**config.mk**
```make
export PLATFORM = sky130hd
export DESIGN_NAME = seg7_scan_decoder
export DESIGN_NICKNAME = d
export VERILOG_FILES = /design/src/rtl/seg7_pkg.sv /design/src/rtl/seg7_pattern_dec.sv /design/src/rtl/seg7_scan_decoder.sv
export SDC_FILE = /design/constraint.sdc
export NUM_CORES = 1
export LEC_CHECK = 0
export ABC_AREA = 0
export ABC_CLOCK_PERIOD_IN_PS = 9400
export CORE_ASPECT_RATIO = 1.4
export CORE_MARGIN = 4
export CORE_UTILIZATION = 59
export CTS_BUF_LIST = sky130_fd_sc_hd__clkbuf_4 sky130_fd_sc_hd__clkbuf_8
export DETAILED_ROUTE_END_ITERATION = 6
export PLACE_DENSITY_LB_ADDON = 0.1
export SYNTH_ARGS = -nofsm -noshare
export SYNTH_HDL_FRONTEND = slang
export SYNTH_SLANG_ARGS = --single-unit
```
**constraint.sdc**
```tcl
create_clock -name iCLK -period 9.4 [get_ports iCLK]
set_input_delay 1.88 -clock iCLK [delete_from_list [all_inputs] [get_ports iCLK]]
set_output_delay 1.88 -clock iCLK [all_outputs]
set_load 0.005 [all_outputs]
```
**src/rtl/seg7_pkg.sv**
```systemverilog
// Seven-segment definitions shared by the scan decoder and the segment encoder.
// Codes are active-low, bit0 = a ... bit6 = g.
package seg7_pkg;

  localparam logic [6:0] SegBlank = 7'h7F;

  localparam logic [6:0] SegCodes [16] = '{
    7'h40, 7'h79, 7'h24, 7'h30, 7'h19, 7'h12, 7'h02, 7'h78,
    7'h00, 7'h18, 7'h08, 7'h03, 7'h46, 7'h21, 7'h06, 7'h0E
  };

  typedef enum logic [1:0] {
    StIdle   = 2'd0,
    StSettle = 2'd1,
    StDone   = 2'd2
  } state_e;

  function automatic logic [6:0] seg_encode(input logic [3:0] nibble);
    return SegCodes[nibble];
  endfunction

endpackage

```
**src/rtl/seg7_pattern_dec.sv**
```systemverilog
// Inverse segment lookup: maps an active-low 7-bit pattern back to its hex nibble.
// Patterns outside the code table report legal = 0; the all-off pattern reports blank.
module seg7_pattern_dec
  import seg7_pkg::*;
(
  input  logic [6:0] seg,
  output logic [3:0] nibble,
  output logic       legal,
  output logic       blank
);

  always_comb begin
    nibble = 4'h0;
    legal  = 1'b0;
    for (int i = 0; i < 16; i++) begin
      if (seg == SegCodes[i]) begin
        nibble = 4'(i);
        legal  = 1'b1;
      end
    end
    blank = (seg == SegBlank);
  end

endmodule

```
**src/rtl/seg7_scan_decoder.sv**
```systemverilog
// Snoops a multiplexed seven-segment display bus and recovers the digit values once each
// digit's pattern has been stable for STABLE_CYCLES synchronized samples.
module seg7_scan_decoder
  import seg7_pkg::*;
#(
  parameter int unsigned NUM_DIGITS    = 4,
  parameter int unsigned STABLE_CYCLES = 8
) (
  input  logic                    iCLK,
  input  logic                    iRST_N,
  input  logic [6:0]              iSEG,
  input  logic [NUM_DIGITS-1:0]   iDIG_N,
  output logic [4*NUM_DIGITS-1:0] oVALUE,
  output logic [NUM_DIGITS-1:0]   oDIG_VALID,
  output logic [NUM_DIGITS-1:0]   oDIG_ERR,
  output logic                    oUPD
);

  localparam int unsigned SampW  = NUM_DIGITS + 7;
  localparam logic [7:0]  CntMax = 8'(STABLE_CYCLES);

  logic [SampW-1:0]        sync_meta;
  logic [SampW-1:0]        samp;
  logic [SampW-1:0]        samp_last;
  logic [NUM_DIGITS-1:0]   dig_act;
  logic                    one_active;
  logic                    changed;

  state_e                  state;
  logic [7:0]              cnt;

  logic [3:0]              dec_nibble;
  logic                    dec_legal;
  logic                    dec_blank;

  logic [4*NUM_DIGITS-1:0] value_cap;
  logic [NUM_DIGITS-1:0]   valid_cap;
  logic [NUM_DIGITS-1:0]   err_cap;
  logic                    cap_upd;

  assign dig_act    = ~samp[SampW-1:7];
  assign one_active = $onehot(dig_act);
  assign changed    = (samp != samp_last);

  seg7_pattern_dec u_pattern_dec (
    .seg    (samp[6:0]),
    .nibble (dec_nibble),
    .legal  (dec_legal),
    .blank  (dec_blank)
  );

  // Register-file contents as they would look after capturing the current sample.
  always_comb begin
    value_cap = oVALUE;
    valid_cap = oDIG_VALID;
    err_cap   = oDIG_ERR;
    for (int k = 0; k < NUM_DIGITS; k++) begin
      if (dig_act[k]) begin
        if (dec_legal) begin
          value_cap[4*k +: 4] = dec_nibble;
          valid_cap[k]        = 1'b1;
          err_cap[k]          = 1'b0;
        end else begin
          valid_cap[k] = 1'b0;
          err_cap[k]   = ~dec_blank;
        end
      end
    end
    cap_upd = (value_cap != oVALUE) || (valid_cap != oDIG_VALID);
  end

  always_ff @(posedge iCLK or negedge iRST_N) begin
    if (!iRST_N) begin
      sync_meta  <= '1;
      samp       <= '1;
      samp_last  <= '1;
      state      <= StIdle;
      cnt        <= '0;
      oVALUE     <= '0;
      oDIG_VALID <= '0;
      oDIG_ERR   <= '0;
      oUPD       <= 1'b0;
    end else begin
      sync_meta <= {iDIG_N, iSEG};
      samp      <= sync_meta;
      samp_last <= samp;
      oUPD      <= 1'b0;
      unique case (state)
        StIdle: begin
          if (changed && one_active) begin
            state <= StSettle;
            cnt   <= 8'd1;
          end
        end
        StSettle, StDone: begin
          if (changed) begin
            if (one_active) begin
              state <= StSettle;
              cnt   <= 8'd1;
            end else begin
              state <= StIdle;
              cnt   <= '0;
            end
          end else if (state == StSettle) begin
            if (cnt == CntMax) begin
              oVALUE     <= value_cap;
              oDIG_VALID <= valid_cap;
              oDIG_ERR   <= err_cap;
              oUPD       <= cap_upd;
              state      <= StDone;
            end else begin
              cnt <= cnt + 8'd1;
            end
          end
          // StDone with an unchanged sample holds; cnt stays saturated.
        end
        default: begin
          state <= StIdle;
          cnt   <= '0;
        end
      endcase
    end
  end

endmodule

```
==> key figures <==
Outcome
  – Status: finished clean

Critical path
  – Slowest stage delay, CP: ~0.69 ns
  – Slowest CP cell: or4b_2
  – CP most frequent cell: ha_1
  – Buffers & Inverters on Critical Path: 1
  – Setup crit start kind: flip-flop
  – Cell family with most CP delay: simple AND/OR/NAND/NOR gates
  – CP cell instances: fa_1, inv_1, ha_1, ha_1, or4b_2, nand2_1, nand2_2, or2_2, o31ai_1
  – CP endpoint kind: flip-flop
  – Setup Crit Path Kind: flip-flop to flip-flop
  – Arrival time worst endpoint: 3.55 ns
  – Critical path peak fanout: 11
  – Worst path required time: between 9 and 10 ns

Routing
  – Residual DRC: 0
  – Detailed-route wire length: ~6.9 mm
  – Met1 WL: between 2 and 3 mm
  – Via count: ~2500
  – Top Layer Used: met4
  – ANT nets after route: 0
  – DRT iter0 DRCs: 240
  – Met2 wire len: 3.61 mm
  – Met3 Routed Length: about 330 um
  – DR pass1 iterations: 4
  – WL per Instance: about 17 um
  – Via-per-instance ratio: ~6

GRT
  – Initial antenna violation count: 0
  – Total GRT Usage: 0.213
  – First-pass GRT wire length: 11.7 mm
  – Grt ovf: 0
  – Largest net degree at the start of global routing: 69
  – Vias in the first global route: 2460

Power and ir drop
  – Power per cell area: ~170 nW/um^2
  – Sw Share: 0.258
  – Internal power: 501 uW
  – Worst IR Drop VDD: about 0.14 mV
  – NetSw: between 150 and 200 uW
  – Logic pwr share: 0.110
  – Pleak: roughly 1.6 nW
  – Clock share of power: 0.407
  – Sequential power share: 0.483

Yosys
  – Post-Synthesis Cells: between 300 and 400
  – Mapped cell area: about 3300 um^2
  – Synth unique cells: a little under 60
  – Syn. warnings: 0
  – Syn Area/Cell: 11.0 um^2
  – Main synth FF type: dfrtp_1
  – Sequential share of the synthesized area: 0.523
  – FF+latch count, synth: just under 70
  – Post-synth net total: between 300 and 400
  – Post-synth EDFFs: 0
  – Async set-reset flop share out of synthesis: 1.00

STA
  – Final setup violation count: 0
  – Fin worst setup slack: 6.11 ns
  – Worst slew pin tran: between 0.8 and 0.9 ns
  – RSZ-0062 raised after global routing: false
  – Post-layout minimum cycle time: ~3.3 ns
  – Highest clock rate: ~0.30 GHz
  – Final Hold Viols: 0
  – Final max-slew violation count: 0
  – Setup TNS: 0 ns
  – Slew HR: 0.462
  – Clock skew: 0.00985 ns
  – Final cycle utilization of the critical path: 0.350

CTS
  – CTS Buf Count: 9
  – Clock sink count: a little under 70
  – CTS tree: done
  – H-tree levels: 3
  – Hold_buf cts: 0
  – Clk buf depth: 2
  – CTS-repair resized insts: 0
  – Clock Pin Slew Worst Setup and Hold Paths: around 0.080 ns
  – Root Buffer: clkbuf_8
  – Setup bufs post-CTS: 0
  – Clk_lat worst skew: between 0.3 and 0.4 ns

Layout
  – Layout cells sized above 1: 0.219
  – Final Cell Area: just under 4000 um^2
  – N_diodes: 0
  – Final nets: between 300 and 400
  – Finished Layout Cells: a little over 400
  – Syn-to-layout area delta: 16.3%

Die
  – Core area: about 5500 um^2
  – Die span in y: around 97 um
  – Die Wd: 71.5 um
  – Die area: between 6000 and 7000 um^2
  – Num ports: 38
  – Initial Util: 0.607
  – # rows: 32

Placement
  – Post-Place Setup Slack: between 6 and 7 ns
  – Placed Instances: 394
  – IO Port Bufs: 37
  – Hpwl dp: 4.86 mm
  – GPL Wtd Cong: between 0.9 and 1
  – Placed Area: 3640 um^2

Flow run
  – Max Cap Viol: 0

Hold path
  – Hold Crit Class: flip-flop to flip-flop
## layout make-up
class / instances / area, um^2
Clock buffer: 10 / 138
Clock inverter: 6 / 95.1
Fill cell: 426 / 1610
Inverter: 20 / 75.1
Multi-Input combinational cell: 200 / 1370
Sequential cell: 68 / 1740
Tap cell: 68 / 85.1
Timing Repair Buffer: 38 / 373
## synthesized netlist by cell type (all sizes together), types with 2 or more instances
cell type,n,area share
dfrtp,35,0.26
dfstp,33,0.26
o21ai,27,0.041
nor2,21,0.024
inv,20,0.023
nand2,19,0.022
xnor2,14,0.037
a21oi,11,0.017
mux2,10,0.034
buf,8,0.023
o22ai,8,0.015
ha,7,0.026
nand3,7,0.011
clkbuf,6,0.022
nand4,6,0.011
o31ai,6,0.014
nand2b,5,0.0094
a22oi,4,0.0090
nor3,4,0.0060
or2,4,0.0075
a211oi,3,0.0083
and3,3,0.0056
mux2i,3,0.0090
nor2b,3,0.0056
nor3b,3,0.0068
a2111oi,2,0.0071
a221oi,2,0.0053
o221ai,2,0.0071
o32ai,2,0.0053
or3b,2,0.0053
xor2,2,0.0053
## routing by layer
metal	vias up	GRT usage
met5	-	0
met4	0	0.111
met3	18	0.0426
met2	85	0.353
met1	1205	0.257
li1	1144	-
## stage by stage
stage | util | hold WS (ns) | power [mW]
floorplan | - | 0.345 | 0.384
CTS | 0.706 | 0.353 | 0.683
global route | 0.706 | 0.363 | 0.708
detailed placement | 0.664 | 0.347 | 0.406
global placement | 0.664 | 0.346 | 0.402
finish | 0.706 | 0.349 | 0.676
## power groups by stage
| stage | registers [mW] | clock network (mW) | logic [mW] |
|---|---|---|---|
| 6_report | 0.326 | 0.275 | 0.0745 |
| 3_5_place_dp | 0.331 | 0 | 0.0743 |
| 2_1_floorplan | 0.322 | 0 | 0.0620 |
| 4_1_cts | 0.326 | 0.282 | 0.0750 |
| 5_1_grt | 0.329 | 0.294 | 0.0854 |
| 3_3_place_gp | 0.330 | 0 | 0.0720 |
## kinds of logic (layout without fill, tap and decap cells)
group                    Yosys count  count (layout)  synth area share
flip-flops                        68              68             0.523
AO/OA/AOI/OAI                     75              75             0.150
AND/OR/NAND/NOR                   88              88             0.143
multiplexers                      13              13            0.0428
XOR/XNOR                          16              16            0.0421
adder cells (fa/ha/maj)            8               8            0.0323
buffers and inverters             34              74            0.0668
## state kept, by name, summed over array words and instances, names as in the netlist
name,flops
sync_meta,11
samp_last,11
oDIG_VALID,4
cnt,8
samp,11
state,2
oUPD,1
oVALUE,16
oDIG_ERR,4
## path summary, 6_finish.rpt
kind | startpoint | endpoint | slack, ns | depth (start not counted)
worst min register to register | sync_meta[5] | samp[5] | 0.35 | 0
worst min-delay path | sync_meta[5] | samp[5] | 0.35 | 0
min in group asynchronous | iRST_N | oVALUE[9] | 1.67 | 2
worst max register to register | samp[8] | cnt[7] | 6.11 | 9
worst max-delay path | samp[8] | cnt[7] | 6.11 | 9
max in group asynchronous | iRST_N | state[0] | 7.16 | 2
## cells in the final DEF (no fill, tap or decap), drive strengths merged, types with 2 or more instances in the layout
| cell type | netlist | layout |
|---|---|---|
| clkinv | 0 | 2 |
| mux2i | 3 | 3 |
| bufinv | 0 | 2 |
| xnor2 | 14 | 14 |
| ha | 7 | 7 |
| nor2 | 21 | 21 |
| dfrtp | 35 | 35 |
| a2111oi | 2 | 2 |
| buf | 8 | 2 |
| xor2 | 2 | 2 |
| nand2 | 19 | 19 |
| o32ai | 2 | 2 |
| and3 | 3 | 3 |
| mux2 | 10 | 10 |
| inv | 20 | 22 |
| a21oi | 11 | 11 |
| nand2b | 5 | 5 |
| clkbuf | 6 | 10 |
| or2 | 4 | 4 |
| nor2b | 3 | 3 |
| o21ai | 27 | 27 |
| clkdlybuf4s50 | 0 | 36 |
| o22ai | 8 | 8 |
| o221ai | 2 | 2 |
| a221oi | 2 | 2 |
| nand3 | 7 | 7 |
| dfstp | 33 | 33 |
| nor3b | 3 | 3 |
| nor3 | 4 | 4 |
| a211oi | 3 | 3 |
| or3b | 2 | 2 |
| a22oi | 4 | 4 |
| o31ai | 6 | 6 |
| nand4 | 6 | 6 |
Note: power is estimated with default switching activity, not from simulation.
==> patch 1 (same settings) <==
`STABLE_CYCLES`: 8 -> 6.
--- a/src/rtl/seg7_scan_decoder.sv
+++ b/src/rtl/seg7_scan_decoder.sv
@@ -6,3 +6,3 @@
   parameter int unsigned NUM_DIGITS    = 4,
-  parameter int unsigned STABLE_CYCLES = 8
+  parameter int unsigned STABLE_CYCLES = 6
 ) (
Formal check against the unedited RTL: not equivalent (Yosys sat finds a counterexample within 10 cycles, from zero or initial values and one cycle with iRST_N low).
==> patch 1 against the unedited design <==
Sequential cell count is the same. Largest cell class unchanged. Worst setup slack gained 100 ps. Area after synthesis grew 2.3%. Routed wire length grew 6.0%. Critical path type is now flop to output port. Register-to-register slack gained 200 ps. Critical path depth shrank 8. Cell area grew 2.0%. Total power shrank 8.1%.
==> patch 1: results (changes against the unedited design) <==
* Xor and xnor fraction of the mapped netlist area at 0.0360 (was 0.0421)
* Worst R2R End: cnt[5] (was cnt[7])
* Hold worst-path end: samp[9] (was samp[5])
* Fraction of area in multi-input gates at 0.384 (was 0.353)
* Hold slack at 358 ps (was 349 ps)
* Met1 Use GR at 0.274 (was 0.257)
* Clock network power share at 0.359 (was 0.407)
* Commonest cells post-synth: 35 x dfrtp_1, 33 x dfstp_2, 19 x nor2_1, 18 x o21ai_0, 15 x mux2_2 (was 35 x dfrtp_1, 33 x dfstp_2, 25 x o21ai_0, 21 x nor2_1, 20 x inv_1)
* First-pass GRT wire length at 12.1 mm (was 11.7 mm)
* WL final at 7.27 mm (was 6.86 mm)
* Leakage at 1.67 nW (was 1.58 nW)
* Multi-input comb cells at 203 (was 200)
* Hold path start: sync_meta[9] (was sync_meta[5])
* Layout Skew at 6.74 ps (was 9.85 ps)
* Delay-heaviest family, CP: buffers and inverters (was simple AND/OR/NAND/NOR gates)
* DR iter-0 viols at 205 (was 240)
* Non-clock buffering overhead at 0.0943 (was 0.0962)
* Internal power at 444 uW (was 501 uW)
* RD Place Congestion at 0.996 (was 0.922)
* Logic inverters at 14 (was 20)
* Cells on worst reg2reg path at 11 (was 9)
* FF-to-FF Start: samp[10] (was samp[8])
* Status: complete, no violations (unchanged)
* Critical path's slowest cell: clkdlybuf4s50_1 (was or4b_2)
* VDD IR-drop max at 0.140 mV (was 0.136 mV)
* Nets at 355 (was 358)
* Layout cell share with drive strength beyond 1 at 0.257 (was 0.219)
* Post-Place Worst Slack at 6290 ps (was 6160 ps)
* Placed instance count at 391 (was 394)
* Largest stage delay on the critical path at 540 ps (was 690 ps)
* Core ar. at 5570 um2 (was 5490 um2)
* Worst path arrival time at 1310 ps (was 3550 ps)
* Slew @ Worst Pin at 834 ps (was 807 ps)
* Clk tree area frac at 0.0459 (was 0.0601)
* # fillers at 414 (was 426)
* Crit path max fanout at 4 (was 11)
* Post-synthesis adder-cell area fraction at 0.0316 (was 0.0323)
* GR Layer Usage met3 at 0.0381 (was 0.0426)
==> patch 1: cell types whose count changed in the layout (fill, tap and decap cells not counted), moves of 4 or more <==
| cell | unedited run | this run |
|---|---|---|
| a21o_1 | 1 | 5 |
| mux2_2 | 10 | 15 |
| o21ai_0 | 25 | 18 |
| inv_1 | 20 | 14 |
| nand2_1 | 18 | 13 |
==> patch 1: worst max-delay path by stage <==
stage	cells after the start	endpoint	slack, ps	start
after detailed placement	11	cnt[5]	6290	samp[10]
after global placement	11	cnt[5]	6410	samp[10]
after CTS	1	oVALUE[15]	6200	oVALUE[15]
final	1	oVALUE[15]	6210	oVALUE[15]
after global routing	11	cnt[5]	5940	samp[8]
after floorplan	11	cnt[5]	6840	samp[9]
==> patch 1: per-layer routing <==
layer / wire [um] / vias to the layer above
met4: 106 / 0
met5: 0 / -
met1: 2990 / 1209
met2: 3860 / 74
met3: 306 / 12
li1: - / 1153
==> patch 2 (same flow settings) <==
Made on the original files. Reset style: synchronous (`iRST_N`), changed in one clocked block.
--- a/src/rtl/seg7_scan_decoder.sv
+++ b/src/rtl/seg7_scan_decoder.sv
@@ -71,3 +71,3 @@
 
-  always_ff @(posedge iCLK or negedge iRST_N) begin
+  always_ff @(posedge iCLK) begin
     if (!iRST_N) begin
Check against the original RTL: same outputs for any inputs over 10 cycles, from zero or initial values and one cycle with iRST_N low; that may be too few to reach the edited logic, so the function may still have changed.
==> patch 2 against the unedited design <==
Final cell count up 13%. Largest cell class is now multi-input gates. Sequential cell count unchanged. Worst setup slack better by 130 ps. Highest routed layer unchanged. Via count up 5.8%. Routed wire length down 0.92%. Total power down 6.6%. Cell area up 0.42%. Critical path type is now flop to output port. Clock skew down 4.8 ps. Area after synthesis down 0.30%. Sequential power down 5%.
==> patch 2: results (changes against the unedited design) <==
* Sequential fraction of the synthesis area at 0.410 (was 0.523)
* Largest stage delay on the critical path at 540 ps (was 690 ps)
* Met2 wire len at 3.46 mm (was 3.61 mm)
* Critical path's slowest cell: clkdlybuf4s50_1 (was or4b_2)
* All-layer global routing usage at 0.211 (was 0.213)
* Status: complete, no violations (unchanged)
* Delay-heaviest family, CP: buffers and inverters (was simple AND/OR/NAND/NOR gates)
* RD Place Congestion at 0.813 (was 0.922)
* Synth cell types at 60 (was 59)
* Crit path max fanout at 4 (was 11)
* Largest net degree at the start of global routing at 63 (was 69)
* Main area contributors after synthesis: dfxtp_1 41%, nand2b_1 6.0%, mux2i_1 5.1%, xnor2_1 4.0%, xor2_1 3.4% (was dfrtp_1 26%, dfstp_2 26%, o21ai_0 3.8%, xnor2_1 3.7%, mux2_2 3.4%)
* Layout cell share with drive strength beyond 1 at 0.0759 (was 0.219)
* Total number of vias at 2593 (was 2452)
* Met3 wire len at 316 um (was 332 um)
* Asr flop ratio synth at 0 (was 1.00)
* Commonest cells post-synth: 68 x dfxtp_1, 32 x nand2b_1, 23 x nor2_1, 20 x inv_1 (was 35 x dfrtp_1, 33 x dfstp_2, 25 x o21ai_0, 21 x nor2_1, 20 x inv_1)
* VDD IR-drop max at 0.146 mV (was 0.136 mV)
* Wl on met1 at 2.87 mm (was 2.70 mm)
* DR WL/cell at 14.7 um (was 16.7 um)
* Syn Nets at 387 (was 323)
* CP required at 7520 ps (was 9650 ps)
* Leakage at 1.50 nW (was 1.58 nW)
* DR iter-0 viols at 104 (was 240)
* Nets at 411 (was 358)
* HPWL after detailed placement at 4.62 mm (was 4.86 mm)
* Post-Place Worst Slack at 6110 ps (was 6160 ps)
* Clk root buf: clkbuf_8 (unchanged)
-- patch 2: report_power, final --
| group | switching [mW] | internal (mW) | total [mW] | leakage (nW) |
|---|---|---|---|---|
| sequential | 0.0123 | 0.297 | 0.309 | 0.555 |
| combinational | 0.0303 | 0.0260 | 0.0563 | 0.839 |
| clock | 0.115 | 0.150 | 0.266 | 0.102 |
-- patch 2: layout make-up --
cell class | instances | area, um2
multi-input cells | 253 | 1770
fillers | 423 | 1590
flip-flops and latches | 68 | 1360
repair buffers | 38 | 373
clock buffers | 9 | 124
clock inverters | 7 | 100
well taps | 68 | 85.1
inverters | 20 | 75.1
-- patch 2: cells by family after synthesis --
logic type,after synthesis,share of synthesized area
simple gates,138,0.245
flops,68,0.410
compound gates,62,0.131
buf+inv,45,0.0565
xor+xnor,28,0.0738
mux,17,0.0512
fa+ha+maj,8,0.0324
-- patch 2: worst paths after layout --
path / start / endpoint / slack, ps / cells past startpoint
max: oDIG_VALID[2] / oDIG_VALID[2] / 6230 / 1
min: sync_meta[6] / samp[6] / 410 / 1
max reg2reg: samp[7] / cnt[7] / 6270 / 10
min reg2reg: sync_meta[6] / samp[6] / 410 / 1
-- patch 2: routing by layer --
metal	global-route usage	vias to the layer above
met3	0.0489	15
met2	0.352	77
met5	0	-
met4	0.0883	0
li1	-	1305
met1	0.256	1196
-- patch 2: through the flow --
stage / hold slack [ps] / total power, mW / cells / instance area [um2]
2_1_floorplan: 386 / 0.357 / 366 / 3320
6_report: 408 / 0.631 / 463 / 3890
3_5_place_dp: 391 / 0.372 / 447 / 3670
3_3_place_gp: 387 / 0.370 / 447 / 3670
5_1_grt: 436 / 0.657 / 463 / 3890
4_1_cts: 409 / 0.637 / 463 / 3890
